--- src/rtl/sram_arbiter_pkg.sv ---
// arb_pkg: shared FSM state, owner encoding and write-enable constant for sram_arbiter
package arb_pkg;
   typedef enum logic [1:0] {IDLE, ISSUE, RESP} arb_state_t;
   typedef enum logic {OWN_INST, OWN_DATA} arb_owner_t;
   localparam logic [3:0] ARB_WEN_NONE = 4'b0;
endpackage

--- src/rtl/sram_arbiter_pick.sv ---
// arb_pick: combinational winner select between fetch and memory-stage requests
//   in : req_inst, req_data, mask_owner_valid/mask_owner (requester excluded this cycle), last_winner
//   out: grant_valid, grant_owner
//   SRAM_ARB_RR_EN selects round-robin on contention; otherwise data has fixed priority.
module arb_pick
   import arb_pkg::*;
(
   input  logic       req_inst,
   input  logic       req_data,
   input  logic       mask_owner_valid,
   input  arb_owner_t mask_owner,
   input  arb_owner_t last_winner,
   output logic       grant_valid,
   output arb_owner_t grant_owner
);
   logic inst_ok, data_ok;
`ifndef SRAM_ARB_RR_EN
   logic unused_last_winner;
   assign unused_last_winner = last_winner;
`endif
   always_comb begin
      inst_ok     = req_inst && !(mask_owner_valid && mask_owner == OWN_INST);
      data_ok     = req_data && !(mask_owner_valid && mask_owner == OWN_DATA);
      grant_valid = inst_ok || data_ok;
`ifdef SRAM_ARB_RR_EN
      // on contention, favour whichever requester did not win last
      grant_owner = (inst_ok && data_ok) ? ((last_winner == OWN_INST) ? OWN_DATA : OWN_INST)
                                         : (data_ok ? OWN_DATA : OWN_INST);
`else
      grant_owner = data_ok ? OWN_DATA : OWN_INST;
`endif
   end
endmodule

--- src/rtl/sram_arbiter.sv ---
// sram_arbiter: shares the single-port data SRAM between instruction fetch and the memory stage
//   clk/rst (sync, active-low); inst_req/addr -> inst_ack/rdata; data_req/wen/addr/wdata -> data_ack/rdata
//   mem_en/wen/addr/wdata drive the SRAM (registered); mem_rdata returns a cycle after mem_en.
//   Define SRAM_ARB_RR_EN for round-robin arbitration with a last-winner flop.
module sram_arbiter
   import arb_pkg::*;
(
   input  logic        clk,
   input  logic        rst,
   input  logic        inst_req,
   input  logic [31:0] inst_addr,
   output logic        inst_ack,
   output logic [31:0] inst_rdata,
   input  logic        data_req,
   input  logic [3:0]  data_wen,
   input  logic [31:0] data_addr,
   input  logic [31:0] data_wdata,
   output logic        data_ack,
   output logic [31:0] data_rdata,
   output logic        mem_en,
   output logic [3:0]  mem_wen,
   output logic [31:0] mem_addr,
   output logic [31:0] mem_wdata,
   input  logic [31:0] mem_rdata
);
   arb_state_t  state_q, state_d;
   arb_owner_t  owner_q, owner_d, last_q, grant_owner;
   logic        grant_valid, latch, resp;
   logic [31:0] addr_q, addr_d, wdata_q, wdata_d;
   logic [3:0]  wen_q, wen_d, mem_wen_q, mem_wen_d;
   logic        mem_en_q, mem_en_d;

   arb_pick u_pick (
      .req_inst         (inst_req),
      .req_data         (data_req),
      .mask_owner_valid (state_q == RESP),
      .mask_owner       (owner_q),
      .last_winner      (last_q),
      .grant_valid      (grant_valid),
      .grant_owner      (grant_owner)
   );

   always_comb begin
      // a new request can only be taken when the port is not being driven this cycle
      latch     = (state_q != ISSUE) && grant_valid;
      state_d   = (state_q == ISSUE) ? RESP : (latch ? ISSUE : IDLE);
      owner_d   = latch ? grant_owner : owner_q;
      addr_d    = latch ? ((grant_owner == OWN_DATA) ? data_addr : inst_addr) : addr_q;
      wen_d     = latch ? ((grant_owner == OWN_DATA) ? data_wen : ARB_WEN_NONE) : wen_q;
      wdata_d   = latch ? ((grant_owner == OWN_DATA) ? data_wdata : 32'h0) : wdata_q;
      mem_en_d  = (state_d == ISSUE);
      mem_wen_d = mem_en_d ? wen_d : ARB_WEN_NONE;
   end

   always_ff @(posedge clk) begin
      if (!rst) begin
         state_q   <= IDLE;
         owner_q   <= OWN_INST;
         addr_q    <= '0;
         wen_q     <= ARB_WEN_NONE;
         wdata_q   <= '0;
         mem_en_q  <= 1'b0;
         mem_wen_q <= ARB_WEN_NONE;
      end else begin
         state_q   <= state_d;
         owner_q   <= owner_d;
         addr_q    <= addr_d;
         wen_q     <= wen_d;
         wdata_q   <= wdata_d;
         mem_en_q  <= mem_en_d;
         mem_wen_q <= mem_wen_d;
      end
   end

`ifdef SRAM_ARB_RR_EN
   always_ff @(posedge clk) begin
      if (!rst)
         last_q <= OWN_INST;
      else if (latch)
         last_q <= grant_owner;
   end
`else
   assign last_q = OWN_INST;
`endif

   // reset low drops the transaction, so no ack may leave during it
   assign resp       = rst && (state_q == RESP);
   assign inst_ack   = resp && (owner_q == OWN_INST);
   assign data_ack   = resp && (owner_q == OWN_DATA);
   assign inst_rdata = inst_ack ? mem_rdata : 32'h0;
   assign data_rdata = data_ack ? mem_rdata : 32'h0;
   assign mem_en     = mem_en_q;
   assign mem_wen    = mem_wen_q;
   assign mem_addr   = addr_q;
   assign mem_wdata  = wdata_q;
endmodule

--- config.mk ---
export PLATFORM = sky130hd
export DESIGN_NAME = sram_arbiter
export DESIGN_NICKNAME = d
export VERILOG_FILES = /design/src/rtl/sram_arbiter_pkg.sv /design/src/rtl/sram_arbiter_pick.sv /design/src/rtl/sram_arbiter.sv
export SDC_FILE = /design/constraint.sdc
export NUM_CORES = 1
export LEC_CHECK = 0
export ABC_CLOCK_PERIOD_IN_PS = 1700
export CAP_MARGIN = 20
export CORE_AREA = 2 2 106 108
export CTS_CLUSTER_SIZE = 30
export DETAILED_ROUTE_END_ITERATION = 12
export DIE_AREA = 0 0 108 110
export GPL_TIMING_DRIVEN = 0
export HOLD_SLACK_MARGIN = 0.1
export PLACE_DENSITY = 0.81
export SLEW_MARGIN = 0
export SYNTH_ARGS = -nofsm -noshare
export SYNTH_HDL_FRONTEND = slang
export SYNTH_SLANG_ARGS = --single-unit
--- constraint.sdc ---
create_clock -name clk -period 1.7 [get_ports clk]
set_clock_uncertainty 0.1 [all_clocks]
set_input_delay 0.34 -clock clk [delete_from_list [all_inputs] [get_ports clk]]
set_output_delay 0.34 -clock clk [all_outputs]
set_load 0.01 [all_outputs]
==> run summary, run 1 <==
Outcome
- run status: complete, but fails checks
- violated checks: setup timing

STA
- max-slew headroom at the worst pin: 57.98%
- Tcrit/Tclk final: 119.2%
- final count of negative-setup-slack endpoints: 100
- pin slew with the least headroom to its limit: 0.6303 ns
- highest achievable clock rate: 0.4936 GHz
- min setup slack post-route: -0.3261 ns
- number of hold-slack violations in the final timing report: 0
- worst hold slack across all endpoints: 0.2890 ns
- unrepaired setup endpoints after global routing: true
- Final Max Tran Viols: 0
- min Tclk post-route: 2.026 ns

Synth
- count of warnings emitted by yosys: 0
- synthesized netlist cell count: 356
- async set or reset register ratio after synthesis: 0%
- sequential share of the synthesized area: 46.63%
- leading post-synthesis cells by cell area: dfxtp_1 (47%), a22o_1 (9.2%), and2_1 (8.2%)
- most area-hungry cell type in the Yosys netlist: dfxtp_1
- leading register cell type out of synthesis: dfxtp_1
- number of flops mapped to enable cells by yosys: 0
- top post-synthesis cells by count: dfxtp_1 (71), nand2_1 (65), and2_1 (40)
- Yosys reg bits: 71
- netlist area before placement: 0.003048 mm²
- Yosys top cell area share: 46.63%
- Syn Nets: 492
- Synth Area per Inst: 8.562 µm²
- number of unique standard cell types used by synthesis: 22
- most used standard cell by instance count after synthesis: dfxtp_1

Global routing
- first-pass GRT wire length: 20.25 mm
- leftover overflow at the end of global routing: 0
- largest net degree at the start of global routing: 14
- Tot GR Track Use: 21.84%
- number of antenna violations at the first check in global routing: 0
- number of global-route vias before repair: 3857

Detailed routing
- total number of vias: 3858
- final WL: 13.51 mm
- Detail Route Antenna Nets: 0
- detailed-routed wire length on met2: 6.662 mm
- number of search-and-repair iterations in the first detailed-routing pass: 4
- detail-routed net length per standard cell: 16.91 µm
- post-detailed-route via-to-cell ratio: 4.829
- DRC violation total after the first TritonRoute iteration: 230
- highest metal layer with signal wires: met4
- wire length on met3: 1.147 mm
- post-route met1 wirelength: 5.471 mm
- DRC viols: 0

Worst setup path
- critical path class: reg2out
- launching element type of the critical path: register
- critical-path cell list: nor2b_4 > and3b_2 > buf_6 > buf_6 > and2_1 > buf_2
- cell mode on critical path: buf_6
- critical path peak fanout: 5
- Critical Path AT: 1.59 ns
- largest stage delay on the critical path: 0.34 ns
- CP max stage cell: dfxtp_2
- critical path endpoint category: primary output
- Data required, critical path: 1.26 ns

Cells and area
- growth of design area from synthesis to finish: 116.3%
- NumNets Final: 790
- post-layout instance area: 0.006591 mm²
- Antenna Cells: 0
- fraction of layout cells with a size suffix above 1: 27.31%
- utilization after layout: 61.61%

Clock network
- clock edge transition at the registers on the reported setup and hold paths: 0.08 ns
- buffer depth of the longest clock path: 2
- CTS Root Cell: clkbuf_8
- total number of H-tree levels: 3
- insertion delay to the later sink of the worst-skew pair: 0.33 ns
- total clock sinks: 71
- TritonCTS clock tree: built
- number of CTS-inserted buffers: 9

Power
- total internal power: 3.264 mW
- power per standard cell area: 688.6 mW/mm²
- leakage power of the design: 3.642 nW
- part of the total power dissipated in combinational logic: 28.7%
- switching power total: 1.275 mW
- relative contribution of sequential cells to total power: 41.8%
- worst-case vdd ir drop: 0.0004245 V
- share of total power consumed by net switching: 28.09%
- Clk network pwr share: 29.5%

Job
- max capacitance violation total: 0

Floorplan
- core outline area: 0.01070 mm²
- die extent in y: 110 µm
- IO Count: 271
- effective utilization at floorplan: 28.49%
- die extent in x: 108 µm
- standard-cell row count: 38
- overall die area: 0.01188 mm²

Worst hold path
- Worst Hold Class: in2reg

Placement
- routability cong.: 0.8906
- number of port buffers: 270
- half-perimeter wire length after placement: 9.977 mm
- area of placed instances: 0.005927 mm²

## critical path, delay by kind of cell, from the launching register on
family / cells / cell delay, ns
and+or+nand+nor: 3 / 0.54
DFF: 1 / 0.34
buffers and inverters: 3 / 0.36
## path summary, 6_finish.rpt
check | from | to | slack (ns) | cells after the start
worst max-delay path | state_q[1]$_SDFF_PN0_ | inst_rdata[12] | -0.33 | 6
worst min-delay path | inst_req | owner_q$_SDFFE_PN0P_ | 0.29 | 2
worst min register to register | mem_wdata[31]$_SDFFE_PN0P_ | mem_wdata[31]$_SDFFE_PN0P_ | 0.37 | 1
worst max register to register | owner_q$_SDFFE_PN0P_ | mem_wdata[17]$_SDFFE_PN0P_ | -0.07 | 6
## power groups by stage
stage,Clock [mW],Sequential (mW),Combinational [mW]
after floorplan,0,1.99,0.353
after global placement,0,1.92,1.15
after detailed placement,0,1.93,1.17
after CTS,1.39,1.90,1.33
after global routing,1.46,1.91,1.40
final,1.34,1.90,1.30
## cell families (layout without fill, tap and decap cells)
family	after synthesis	in the layout	synth area share, %
simple gates	146	146	24.67
compound gates	101	101	22.21
flops	71	71	46.63
buf+inv	37	340	6.158
mux	1	1	0.3284
## through the flow
stage          cells  TNS, ns  setup WS [ns]  power [mW]
2_1_floorplan    356        0        0.04982       2.343
3_3_place_gp     766   -94.11         -1.230       3.077
3_5_place_dp     766  -100.94         -1.296       3.105
4_1_cts          802   -27.06        -0.3664       4.611
5_1_grt          799   -25.88        -0.3924       4.771
6_report         799   -17.88        -0.3261       4.539
## routing by layer
layer | track usage, % | up-vias
met2 | 37.78 | 183
met5 | 0 | -
li1 | - | 1842
met3 | 6.643 | 26
met1 | 26.11 | 1807
met4 | 6.685 | 0
## sequential cells by signal, indices dropped and copies added, names as in the netlist
| signal | flops |
|---|---|
| mem_addr | 32 |
| state_q | 2 |
| owner_q | 1 |
| mem_wen | 4 |
| mem_wdata | 32 |
## final cells by class
type	count	area (µm²)
Buffer	32	276.5
Clock buffer	9	123.9
Clock inverter	7	72.57
Fill cell	890	4106
Inverter	1	3.754
Multi-Input combinational cell	248	1627
Sequential cell	71	1428
Tap cell	140	175.2
Timing Repair Buffer	291	2885
## timing repair
item                                    4_1_cts  5_1_grt
endpoints found under the setup margin      144      187
hold endpoints to repair                      0        0
gates cloned                                  7        0
setup buffers                                16        2
pin swaps                                     6        6
resized for setup                           373      106
hold buffers                                  0        0
## layout by cell type, fill, tap and decap left out, drive strengths merged, types with 3 or more instances in the layout
| cell | count |
|---|---|
| a22o | 32 |
| a31oi | 32 |
| and2 | 40 |
| and3 | 34 |
| buf | 100 |
| clkbuf | 28 |
| clkdlybuf4s50 | 141 |
| clkinv | 3 |
| dfxtp | 71 |
| dlygate4sd2 | 11 |
| dlymetal6s2s | 51 |
| nand2 | 65 |
| nor2b | 4 |
| o21ai | 33 |
Power figures use the tool's default switching activity.
==> run 2: changes to the inputs <==
Settings changed: HOLD_SLACK_MARGIN 0.1 to 0.12.
==> results of run 2 <==
Same layout as run 1: the final DEF is identical, and so are final timing and power.
==> RTL change, RTL diff (settings of run 1) <==
Encoding of `arb_state_t`: now one-hot (3 bits for 3 states).
--- a/src/rtl/sram_arbiter_pkg.sv
+++ b/src/rtl/sram_arbiter_pkg.sv
@@ -1,6 +1,6 @@
 // arb_pkg: shared FSM state, owner encoding and write-enable constant for sram_arbiter
 package arb_pkg;
-   typedef enum logic [1:0] {IDLE, ISSUE, RESP} arb_state_t;
+   typedef enum logic [2:0] {IDLE = 3'b001, ISSUE = 3'b010, RESP = 3'b100} arb_state_t;
    typedef enum logic {OWN_INST, OWN_DATA} arb_owner_t;
    localparam logic [3:0] ARB_WEN_NONE = 4'b0;
 endpackage
Behaviour: same outputs for any inputs over 10 cycles, from zero or initial values and one cycle with rst low; not proved beyond that.
==> RTL change against run 1 <==
The flow still finishes with violations (setup timing); wire length about the same; power increased by 4.0%; via count decreased by 3.4%; worst setup slack got worse by 0.22 ns; sequential cell count increased by 1; design area increased by 10%; combinational power decreased by 13%; area after synthesis increased by 1.6%; critical path type unchanged; highest routed layer unchanged.
==> RTL change: results (changes against run 1) <==
- The global-route wire length before repair is 19000 um (-6.0%).
- The number of nets in the finished design is 788 (-0.25%).
- The biggest fanout along the worst timing path is 4 (-1).
- The total setup buffers inserted after CTS was 33 (+17).
- The static leakage is 3.71 nW (+1.9%).
- The routed length on met3 was 959 um (-16%).
- The met1 layer usage reported by global route is 21.4% (-4.7 points).
- The mux cell area share after synthesis is 10.7% (+10 points).
- The total cell area at the placement stage is 6010 sq um (+1.4%).
- The starting DRC count in detailed routing was 146 (-37%).
- The final reports fail on setup timing.
- The worst hold path startpoint is inst_req.
- The post-cts sizing count is 377 (+1.1%).
- The area share of xor/xnor cells in the synthesized design is 0% (unchanged).
- The average footprint of a synthesized cell came to 9.55 sq um (+12%).
- The combinational logic power was 1.13 mW (-13%).
- The final-layout fill cell count is 785 (-12%).
- The detailed-route wire length was 13500 um (about the same).
- The last weighted congestion value of the routability-driven placer is 0.753 (-15%).
- The global routing usage summed across all routing layers came to 20.7% (-1.1 points).
- The detailed placer's ending HPWL is 9520 um (-4.6%).
- The standard cell with the maximum stage delay on the critical path is dfxtp_4.
- The post-synthesis cell type count came to 21 (-4.5%).
- The startpoint identified for the worst register-to-register timing path is state_q[1]$_SDFF_PN0_.
- The fraction of met3 tracks used by global routing is 4.59% (-2.1 points).
- The count of endpoints failing setup in the final report is 79 (-21%).
- The maximum number of pins on one net before global-route repair is 13 (-1).
- The total negative setup slack is -28.95 ns (-11.07 ns).
- In this run the worst setup path begins at state_q[0]$_SDFF_PN1_.
- The endpoint arrival time on the critical path is 1.80 ns (+0.21 ns).
- The overall via count from detail_route is 3728 (-3.4%).
- The global routing met2 resource utilization came to 40.2% (+2.4 points).
- The power share of the sequential group is 39.9% (-1.9 points).
- Yosys attributes the largest share of cell area to dfxtp_1 47%, and2_1 14%, mux2i_1 11%.
- The measured slew at the worst slew-check pin is 0.431 ns (-0.200 ns).
- The post-placement cell count came to 734 (-4.2%).
- The layout cell share with drive strength beyond 1 is 33.5% (+6.2 points).
- The routed via count divided by cell count came to 4.68 (-3.1%).
- The depth of the worst register-to-register path is 8 (+2).
- The final critical-path setup slack is -0.543 ns (-0.217 ns).
- The met1 layer wirelength in the final routing is 4880 um (-11%).
- The number of port buffers is 270 (unchanged).
- The initial antenna violation count is 0 (unchanged).
- The met2 wire length is 7430 um (+11%).
- The share of total power consumed by net switching came to 24.2% (-3.9 points).
- The peak supply drop is 533 uV (+25%).
- The sequential-to-total area share from yosys stat is 46.6% (-0.070 points).
- The run finished, with violations left.
- The placement-stage worst setup slack came to -1.18 ns (+0.118 ns).
- The post-synth net total is 460 (-6.5%).
-- RTL change: cell types whose count changed in the layout (fill, tap and decap cells not counted), moves of 12 or more --
cell,before,now
mux2i_1,0,29
a21oi_1,1,33
and3_4,15,0
nand2_1,64,1
buf_6,40,85
buf_2,43,23
and3_1,18,0
a31oi_1,30,0
and2_4,9,44
o21ai_0,9,21
dlymetal6s2s_1,51,36
-- RTL change: final timing paths --
check	end	slack (ns)
min reg2reg	mem_wdata[20]$_SDFFE_PN0P_	0.38
max	inst_rdata[13]	-0.54
max reg2reg	mem_addr[12]$_SDFFE_PN0P_	-0.10
min	owner_q$_SDFFE_PN0P_	0.16
-- RTL change: final cells by class --
type | count | area [sq um] | share of cell area [%]
repair buffers | 322 | 3370 | 46.4
multi-input cells | 223 | 1750 | 24.1
flip-flops and latches | 72 | 1460 | 20.1
plain buffers | 24 | 256 | 3.53
well taps | 140 | 175 | 2.41
clock buffers | 12 | 155 | 2.14
clock inverters | 4 | 98.8 | 1.36
